<file path="src/rtl/single_port_ram_ctrl_pkg.sv">
// Shared definitions for the single_port_ram front-end: RAM tree limits,
// request kind encoding and the pointer-width helper.
package spram_defs;

    // Same limits the single_port_ram hard-block tree is built with.
    localparam int unsigned MEM_MAXADDR = 11;
    localparam int unsigned MEM_MAXDATA = 36;

    // Request kind as carried on req_we.
    typedef enum logic {
        REQ_READ  = 1'b0,
        REQ_WRITE = 1'b1
    } req_kind_e;

    // Ceiling log2; returns 0 for values 0 and 1.
    function automatic int unsigned clog2(input int unsigned value);
        int unsigned bits;
        bits = 0;
        for (int unsigned p = 1; p < value; p = p << 1) begin
            bits++;
        end
        return bits;
    endfunction

endpackage

</file>
<file path="src/rtl/spram_rsp_fifo.sv">
// Response FIFO for read data returning from the RAM. Power-of-two depth,
// wrapping pointers. dout shows the head and holds its last value when empty.
module spram_rsp_fifo
    import spram_defs::*;
#(
    parameter int unsigned WIDTH = 1,
    parameter int unsigned DEPTH = 2
) (
    input  logic                   clk,
    input  logic                   reset,
    input  logic                   push,
    input  logic                   pop,
    input  logic [WIDTH-1:0]       din,
    output logic [WIDTH-1:0]       dout,
    output logic [clog2(DEPTH):0]  count,
    output logic                   empty
);

    localparam int unsigned PW = clog2(DEPTH);
    localparam int unsigned CW = PW + 1;

    logic [WIDTH-1:0] mem [DEPTH];
    logic [PW-1:0]    wr_ptr;
    logic [PW-1:0]    rd_ptr;
    logic [WIDTH-1:0] hold;
    logic             pop_eff;

    assign empty   = (count == '0);
    // Popping an empty FIFO is a no-op.
    assign pop_eff = pop & ~empty;
    // Storage is never cleared, so the hold register masks stale slots while empty.
    assign dout    = empty ? hold : mem[rd_ptr];

    // Data storage: written on push, no reset needed.
    always_ff @(posedge clk) begin
        if (push && !reset) begin
            mem[wr_ptr] <= din;
        end
    end

    // Pointers, occupancy and the last-shown output value.
    always_ff @(posedge clk) begin
        if (reset) begin
            wr_ptr <= '0;
            rd_ptr <= '0;
            count  <= '0;
            hold   <= '0;
        end else begin
            if (push) begin
                wr_ptr <= wr_ptr + PW'(1);
            end
            if (pop_eff) begin
                rd_ptr <= rd_ptr + PW'(1);
            end
            count <= count + CW'(push) - CW'(pop_eff);
            hold  <= dout;
        end
    end

endmodule

</file>
<file path="src/rtl/single_port_ram_ctrl.sv">
// Initiator front-end for the single_port_ram tree: turns a valid/ready
// request stream into raw RAM pins and returns read data in order through a
// credit-limited response FIFO.
module single_port_ram_ctrl
    import spram_defs::*;
#(
    parameter int unsigned ADDR_WIDTH = 11,
    parameter int unsigned DATA_WIDTH = 1,
    parameter int unsigned RSP_DEPTH  = 2
) (
    input  logic                  clk,
    input  logic                  reset,
    input  logic                  req_valid,
    output logic                  req_ready,
    input  logic                  req_we,
    input  logic [ADDR_WIDTH-1:0] req_addr,
    input  logic [DATA_WIDTH-1:0] req_data,
    output logic                  rsp_valid,
    input  logic                  rsp_ready,
    output logic [DATA_WIDTH-1:0] rsp_data,
    output logic                  ram_we,
    output logic [ADDR_WIDTH-1:0] ram_addr,
    output logic [DATA_WIDTH-1:0] ram_data,
    input  logic [DATA_WIDTH-1:0] ram_out
);

    localparam int unsigned CW = clog2(RSP_DEPTH) + 1;
    localparam logic [CW:0] DEPTH_LIM = (CW + 1)'(RSP_DEPTH);

    req_kind_e   kind;
    logic        fire;
    logic        pop;
    logic        rd_pend;
    logic        fifo_empty;
    logic [CW-1:0] fifo_count;
    logic [CW:0] occ;

    assign kind = req_kind_e'(req_we);

    assign rsp_valid = ~fifo_empty;
    assign pop       = rsp_valid & rsp_ready;

    // Occupancy counts the read still in the RAM register, so a FIFO slot is
    // always reserved before the read is issued.
    assign occ       = {1'b0, fifo_count} + (CW + 1)'(rd_pend);
    // Writes share the credit gate so requests never overtake each other.
    assign req_ready = ~reset & ((occ < DEPTH_LIM) | pop);
    assign fire      = req_valid & req_ready;

    assign ram_we   = fire & (kind == REQ_WRITE) & ~reset;
    assign ram_addr = req_addr;
    assign ram_data = req_data;

    // Marks the cycle in which ram_out carries data for an accepted read.
    always_ff @(posedge clk) begin
        if (reset) begin
            rd_pend <= 1'b0;
        end else begin
            rd_pend <= fire & (kind == REQ_READ);
        end
    end

    spram_rsp_fifo #(
        .WIDTH (DATA_WIDTH),
        .DEPTH (RSP_DEPTH)
    ) u_fifo (
        .clk   (clk),
        .reset (reset),
        .push  (rd_pend),
        .pop   (pop),
        .din   (ram_out),
        .dout  (rsp_data),
        .count (fifo_count),
        .empty (fifo_empty)
    );

endmodule
</file>
<file path="config.mk">
export PLATFORM = sky130hd
export DESIGN_NAME = single_port_ram_ctrl
export DESIGN_NICKNAME = d
export VERILOG_FILES = /design/src/rtl/single_port_ram_ctrl_pkg.sv /design/src/rtl/spram_rsp_fifo.sv /design/src/rtl/single_port_ram_ctrl.sv
export SDC_FILE = /design/constraint.sdc
export NUM_CORES = 1
export LEC_CHECK = 0
export ABC_CLOCK_PERIOD_IN_PS = 2500
export CAP_MARGIN = 20
export CORE_MARGIN = 2
export CORE_UTILIZATION = 30
export DETAILED_ROUTE_END_ITERATION = 8
export HOLD_SLACK_MARGIN = 0.08
export PLACE_DENSITY = 0.69
export REMOVE_ABC_BUFFERS = 1
export SKIP_CTS_REPAIR_TIMING = 1
export SKIP_LAST_GASP = 1
export SLEW_MARGIN = 20
export SYNTH_ARGS = -nofsm -noshare
export SYNTH_HDL_FRONTEND = slang
export SYNTH_SLANG_ARGS = --single-unit
</file>
<file path="constraint.sdc">
create_clock -name clk -period 2.5 [get_ports clk]
set_input_delay 0.5 -clock clk [delete_from_list [all_inputs] [get_ports clk]]
set_output_delay 0.5 -clock clk [all_outputs]
set_load 0.03 [all_outputs]
</file>
# Word-level counts from Yosys, hierarchy flattened
# Memory sizes are Yosys's and may differ from the RTL's. A register that Yosys moved wholly into a read port is not among the register bits.
# Cells that the tools add are included.
[word_totals]
inputBits = 18
mem_count = 1
register_bits = 6
wordCells = 31
ramBits = 2
[mem_list]
columns = ["memory", "words", "width", "rd", "rd_ports_with_merged_regs", "wr", "line", "source"]
rows = [
  ["u_fifo.mem", 2, 1, 1, 1, 1, "spram_rsp_fifo.sv:22", "logic [WIDTH-1:0] mem [DEPTH];"],
]
[op_classes]
order_cmp = 1
reduce_logical = 3
n_mux = 5
addsub = 5
bitwise_logic = 11
[op_table]
columns = ["op", "n"]
rows = [
  ["1-bit bitwise AND", 7],
  ["1-bit 2-to-1 mux", 5],
  ["2-bit by 1-bit adder with 3-bit output", 1],
  ["3-bit by 2-bit < comparator with 1-bit output, second input constant", 1],
  ["1-bit inverter", 3],
  ["1-bit adder, second input constant", 2],
  ["2-bit by 1-bit adder with 2-bit output", 1],
  ["2-bit zero test", 1],
  ["2-bit by 1-bit subtractor with 2-bit output", 1],
  ["1-bit logical AND", 1],
  ["1-bit zero test", 1],
  ["1-bit bitwise OR", 1],
]

# Depth between registers and ports, before layout
# Gate-level depths: netlist (run 1).
[depth]
ltp_word = 8
mapped_depth = 6
ltp_nobuf = 6

# Hierarchy
# A second synthesis (run 1) with hierarchy kept.
[unflattened]
cells_unflattened = 52
area_unflattened_um2 = 530.5
[modules_own_cells]
columns = ["mod", "area_each_um2", "n_inst", "cells_each", "seq_area_each_um2"]
rows = [
  ["spram_rsp_fifo", 351.6, 1, 30, 180.2],
  ["single_port_ram_ctrl", 178.9, 1, 22, 20.0],
]

# Least setup slack after synthesis (run 1)
# No wires, ideal clock.
[synth_timing]
kind = "input to output"
start = "input port reset"
end = "output port ram_we"
required_time_ps = 2000
arrival_ps = 1405
path_buffers = 1
path_slack_ps = 595
path_stages = 2
path_cell_list = "buf_2 a211oi_1"
[synth_between]
elab_chain_len = 5
[synth_lines]
columns = ["element", "line", "source"]
rows = [
  ["start: declaration", "single_port_ram_ctrl.sv:12", "input logic reset,"],
  ["1-bit inverter (*)", "single_port_ram_ctrl.sv:47, single_port_ram_ctrl.sv:50", ""],
  ["1-bit bitwise AND", "single_port_ram_ctrl.sv:47", "assign req_ready = ~reset & ((occ < DEPTH_LIM) | pop);"],
  ["1-bit bitwise AND", "single_port_ram_ctrl.sv:48", "assign fire = req_valid & req_ready;"],
  ["1-bit bitwise AND", "single_port_ram_ctrl.sv:50", "assign ram_we = fire & (kind == REQ_WRITE) & ~reset;"],
  ["1-bit bitwise AND (*)", "single_port_ram_ctrl.sv:50", ""],
  ["end: declaration", "single_port_ram_ctrl.sv:21", "output logic ram_we,"],
]
# Mark *: on every way between the ends. The rest lies on a longest branch, timed or not.

# Final worst setup path (run 1)
[layout_timing]
start = "register u_fifo.count[1]"
end = "output port rsp_data"
[layout_between]
elab_chain_len = 2
[layout_lines]
columns = ["element", "line", "source"]
rows = [
  ["start: declaration", "spram_rsp_fifo.sv:15", "output logic [clog2(DEPTH):0] count,"],
  ["start signal: assignment", "spram_rsp_fifo.sv:55", "count <= count + CW'(push) - CW'(pop_eff);"],
  ["2-bit zero test", "spram_rsp_fifo.sv:28", "assign empty = (count == '0);"],
  ["1-bit 2-to-1 mux", "spram_rsp_fifo.sv:32", "assign dout = empty ? hold : mem[rd_ptr];"],
  ["end: declaration", "single_port_ram_ctrl.sv:20", "output logic [DATA_WIDTH-1:0] rsp_data,"],
]
# Every way passes these cells.

==> metrics, run 1 <==
Final Util=0.336; Setup violations, final=0; Synth Cell Area=522 um^2; CP startpoint kind=flop; r2r worst-path depth=6; Sum Neg Setup Slack=0 ns; Die Area=2090 um^2; synthesized flop and latch total=9; max_cap viols=0; Unique masters post-synth=22; Ant. Diodes=0; die width=45.7 um; critical path launch point=u_fifo.count[1]; Routed Antenna Nets=0; reg2reg start=u_fifo.count[1]; Slew Limit Fails=0; CTS Sinks=9; Post-DP HPWL=672 um; starting density of the core=0.309; Clk Latency, worst-skew pair=0.25 ns; Starting DRT DRC Count=3; worst vdd ir=685 uV; die height=45.7 um; final net count=72; antenna violations before repair=0; Lkg Pwr=0.241 nW; GPL Wtd Cong=0.688; Core Area=1690 um^2; fin crit period=2.19 ns; Min-Delay Path Class=reg2reg; RSZ-0062 raised after global routing=false; Worst Setup End Kind=primary output; Slew HR=0.793; WL/cell=12.8 um; vias in the first global route=321; status=complete, no violations; CTS tree=done; commonest cells after routing, fill and taps aside=7 x dfxtp_1, 7 x clkdlybuf4s50_1, 4 x inv_1; CP required=2.00 ns; sequential-to-total area share from yosys stat=0.384; Worst Path Max Fanout=5; PortBufs=9; CTS Root Cell=clkbuf_4; R2R Path End=u_fifo.count[1]; Num CTS Buffers=3; Pwr Total=0.000627 W; hold slack=0.548 ns; total gr overflow=0; DRC=0; kind of critical path=reg2out; CP endpoint=rsp_data; I/O pin cnt=34; Reg2Reg Setup Slack=1.08 ns; routed vias=322; Mapped Cells=50; final hold violations=0; power density cells=1110 nW/um^2; FILL cells=170; Crit path arrival time=1.69 ns; row cnt=15; synthesis warning total=0; Max Fclk=0.456 GHz; largest net degree at the start of global routing=10; Mean Syn Cell Area=10.4 um^2; Area growth syn-to-layout=8.63%; share of layout cells above drive strength 1=0.176; Reg clk slew, reported paths=0.06 ns; htree depth=1; final period utilization=0.877; first-pass GRT wire length=1490 um; vias per std cell=4.74; First-pass DRT Iterations=3; gr usage total=0.106; clk_skew=0.00136 ns; Slew @ Worst Pin=0.310 ns; Max clock buf depth=2; WL final=869 um
==> stage by stage <==
stage,worst slack [ns],instance area [um^2],instances
floorplan,0.661,427,37
global placement,0.489,541,64
detailed placement,0.493,541,64
CTS,0.289,567,68
global route,0.196,567,68
finish,0.308,567,68
==> layout make-up <==
| type | count | area [um^2] | area share |
|---|---|---|---|
| Multi-Input combinational cell | 24 | 211 | 0.373 |
| Sequential cell | 9 | 200 | 0.353 |
| Clock buffer | 4 | 26.3 | 0.0464 |
| Inverter | 4 | 15.0 | 0.0265 |
| Tap cell | 17 | 21.3 | 0.0375 |
| Timing Repair Buffer | 10 | 92.6 | 0.163 |
==> synthesized netlist by cell type <==
cell       count  area [um^2]
buf_4         12         90.1
dfxtp_1        7          140
inv_1          4         15.0
nor2_1         3         11.3
a211oi_1       2         15.0
a21oi_1        2         10.0
edfxtp_1       2         60.1
ha_1           2         25.0
mux2_2         2         22.5
nor2b_1        2         12.5
a2111oi_4      1         27.5
a21o_1         1         7.51
and3b_1        1         8.76
buf_2          1         5.00
mux2i_1        1         10.0
nand2_1        1         3.75
nor3_1         1         5.00
nor3b_1        1         7.51
o21a_1         1         7.51
or2_1          1         6.26
xnor2_1        1         8.76
xnor3_1        1         22.5
==> layer usage <==
layer / track usage / wire [um]
met1: 0.116 / 370
met2: 0.135 / 367
met3: 0.123 / 130
met4: 0.0171 / 0
met5: 0 / 0
==> cell families (layout without fill, tap and decap cells) <==
kind of cell    count (synthesis)  count (layout)  share of synthesized area
flops                           9               9                      0.384
fa+ha+maj                       2               2                     0.0480
xor+xnor                        2               2                     0.0600
simple gates                   10              10                      0.106
compound gates                  7               7                      0.130
buf+inv                        17              18                      0.211
mux                             3               3                     0.0623
==> worst min-delay path by stage <==
stage	slack (ns)	start	depth (start not counted)	end
after floorplan	0.50	u_fifo.wr_ptr	2	u_fifo.wr_ptr
after global placement	0.52	u_fifo.wr_ptr	2	u_fifo.wr_ptr
after detailed placement	0.54	u_fifo.wr_ptr	2	u_fifo.wr_ptr
after CTS	0.56	u_fifo.wr_ptr	2	u_fifo.wr_ptr
after global routing	0.60	u_fifo.wr_ptr	2	u_fifo.wr_ptr
final	0.55	u_fifo.wr_ptr	2	u_fifo.wr_ptr
==> critical path: stages (launching register included) <==
cell             delay, ns
dfxtp_1               0.35
or2_1                 0.27
a21oi_1               0.13
clkdlybuf4s50_1       0.68
==> report_power, final <==
group          switching (W)  leakage [nW]  internal [W]
clock              0.0000465        0.0150     0.0000612
sequential         0.0000275        0.0755      0.000186
combinational       0.000154         0.150      0.000152
Note: power is estimated with default switching activity, not from simulation.
==> inputs of run 2 (changes only) <==
--- a/config.mk
+++ b/config.mk
@@ -9,6 +9,7 @@
 export CAP_MARGIN = 20
 export CORE_MARGIN = 2
 export CORE_UTILIZATION = 30
+export CTS_BUF_LIST = sky130_fd_sc_hd__clkbuf_16
 export DETAILED_ROUTE_END_ITERATION = 8
 export HOLD_SLACK_MARGIN = 0.08
 export PLACE_DENSITY = 0.69
==> metrics, run 2 (synthesized netlist as in run 1, its figures left out) <==
die width=45.7 um (unchanged); Setup violations, final=0 (unchanged); Slew HR=0.793 (about the same); largest net degree at the start of global routing=10 (unchanged); Post-DP HPWL=672 um (unchanged); kind of critical path=reg2out; DRT met1 WL=356 um (-3.8%); CP required=2.00 ns (about the same); final hold violations=0 (unchanged); Comb power frac=0.384 (-0.104); CTS tree=done; power density cells=1290 nW/um^2 (+16%); Worst Path Max Fanout=5 (unchanged); CTS Root Cell=clkbuf_16; Slew @ Worst Pin=0.310 ns (+0.000217 ns); PortBufs=9 (unchanged); I/O pin cnt=34 (unchanged); sw frac=0.314 (-0.0494); Ant. Diodes=0 (unchanged); starting density of the core=0.309 (unchanged); Clk Latency, worst-skew pair=0.24 ns (about the same); commonest cells after routing, fill and taps aside=7 x dfxtp_1, 7 x clkdlybuf4s50_1, 5 x inv_1; R2R Path End=u_fifo.count[1]; CTS Sinks=9 (unchanged); htree depth=1 (unchanged); routed length on met2=375 um (+2.2%); Slew Limit Fails=0 (unchanged); final net count=72 (unchanged); max_cap viols=0 (unchanged); internal power=0.000548 W (+37%); vias per std cell=4.88 (+3.1%); share of layout cells above drive strength 1=0.176 (unchanged); status=complete, no violations; GPL Wtd Cong=0.688 (unchanged); Crit path arrival time=1.67 ns (-0.02 ns); Starting DRT DRC Count=2 (-1); fin crit period=2.17 ns (-0.0222 ns); Reg clk slew, reported paths=0.04 ns (-0.02 ns); Lkg Pwr=0.268 nW (+11%); WL final=928 um (+6.8%); Die Area=2090 um^2 (unchanged); r2r worst-path depth=6 (unchanged); Sw Pwr=0.000250 W (+10%); Reg2Reg Setup Slack=1.08 ns (about the same); RSZ-0062 raised after global routing=false; Max clock buf depth=2 (unchanged); Core Area=1690 um^2 (unchanged); DRC=0 (unchanged); critical path launch point=u_fifo.count[1]; Pwr Total=0.000798 W (+27%); die height=45.7 um (unchanged); First-pass DRT Iterations=3 (unchanged); Routed Antenna Nets=0 (unchanged); Seq pwr share=0.268 (-0.072); vias in the first global route=347 (+8.1%); reg2reg start=u_fifo.count[1]; CP endpoint=rsp_data; final period utilization=0.868 (-0.00888); Worst Setup End Kind=primary output; Num CTS Buffers=3 (unchanged); gr usage total=0.125 (+0.0195); antenna violations before repair=0 (unchanged); Clock power frac=0.348 (+0.176); Max Fclk=0.461 GHz (+1.0%); first-pass GRT wire length=1580 um (+6.0%); worst vdd ir=449 uV (-34%); row cnt=15 (unchanged); metal3 WL=147 um (+13%); Area growth syn-to-layout=18.7%; total gr overflow=0 (unchanged); clk_skew=0.00220 ns (+0.000848 ns); routed vias=332 (+3.1%); Top Layer Used=met4; Min-Delay Path Class=reg2reg; Sum Neg Setup Slack=0 ns (unchanged); CP startpoint kind=flop; WL/cell=13.6 um (+6.8%)
[run 2: power by group through the flow]
| stage | clock network (W) | logic (W) | registers [W] |
|---|---|---|---|
| 4_1_cts | 0.000285 | 0.000311 | 0.000215 |
| 3_3_place_gp | 0 | 0.000304 | 0.000216 |
| 3_5_place_dp | 0 | 0.000308 | 0.000217 |
| 5_1_grt | 0.000288 | 0.000337 | 0.000221 |
| 6_report | 0.000278 | 0.000307 | 0.000214 |
| 2_1_floorplan | 0 | 0.000216 | 0.000210 |
[run 2: cell type report]
type                    count  area [um^2]
fillers                   163         1070
multi-input cells          24          211
flip-flops and latches      9          200
repair buffers             10         92.6
clock buffers               3         75.1
well taps                  17         21.3
inverters                   4         15.0
clock inverters             1         3.75
[run 2: routing by layer]
layer | vias up | track usage
met1 | 145 | 0.121
met2 | 25 | 0.144
met4 | 0 | 0.137
li1 | 157 | -
met3 | 5 | 0.115
met5 | - | 0
[run 2: how the worst min path moves through the flow]
stage             startpoint            end  slack [ns]  depth (start not counted)
3_5_place_dp   u_fifo.wr_ptr  u_fifo.wr_ptr        0.54                          2
3_3_place_gp   u_fifo.wr_ptr  u_fifo.wr_ptr        0.52                          2
4_1_cts        u_fifo.wr_ptr  u_fifo.wr_ptr        0.55                          2
6_report       u_fifo.wr_ptr  u_fifo.wr_ptr        0.55                          2
5_1_grt        u_fifo.wr_ptr  u_fifo.wr_ptr        0.60                          2
2_1_floorplan  u_fifo.wr_ptr  u_fifo.wr_ptr        0.50                          2
[run 2: metrics by stage]
| stage | cell area (um^2) | cells | worst slack [ns] | util | hold WS, ns |
|---|---|---|---|---|---|
| global route | 619 | 68 | 0.218 | 0.367 | 0.601 |
| global placement | 541 | 64 | 0.489 | 0.320 | 0.519 |
| floorplan | 427 | 37 | 0.661 | - | 0.500 |
| CTS | 619 | 68 | 0.320 | 0.367 | 0.553 |
| finish | 619 | 68 | 0.331 | 0.367 | 0.547 |
| detailed placement | 541 | 64 | 0.493 | 0.320 | 0.541 |
[run 2: critical path, stage by stage (launching register included)]
cell and delay [ns]:
dfxtp_1 0.34, or2_1 0.27, a21oi_1 0.13, clkdlybuf4s50_1 0.68
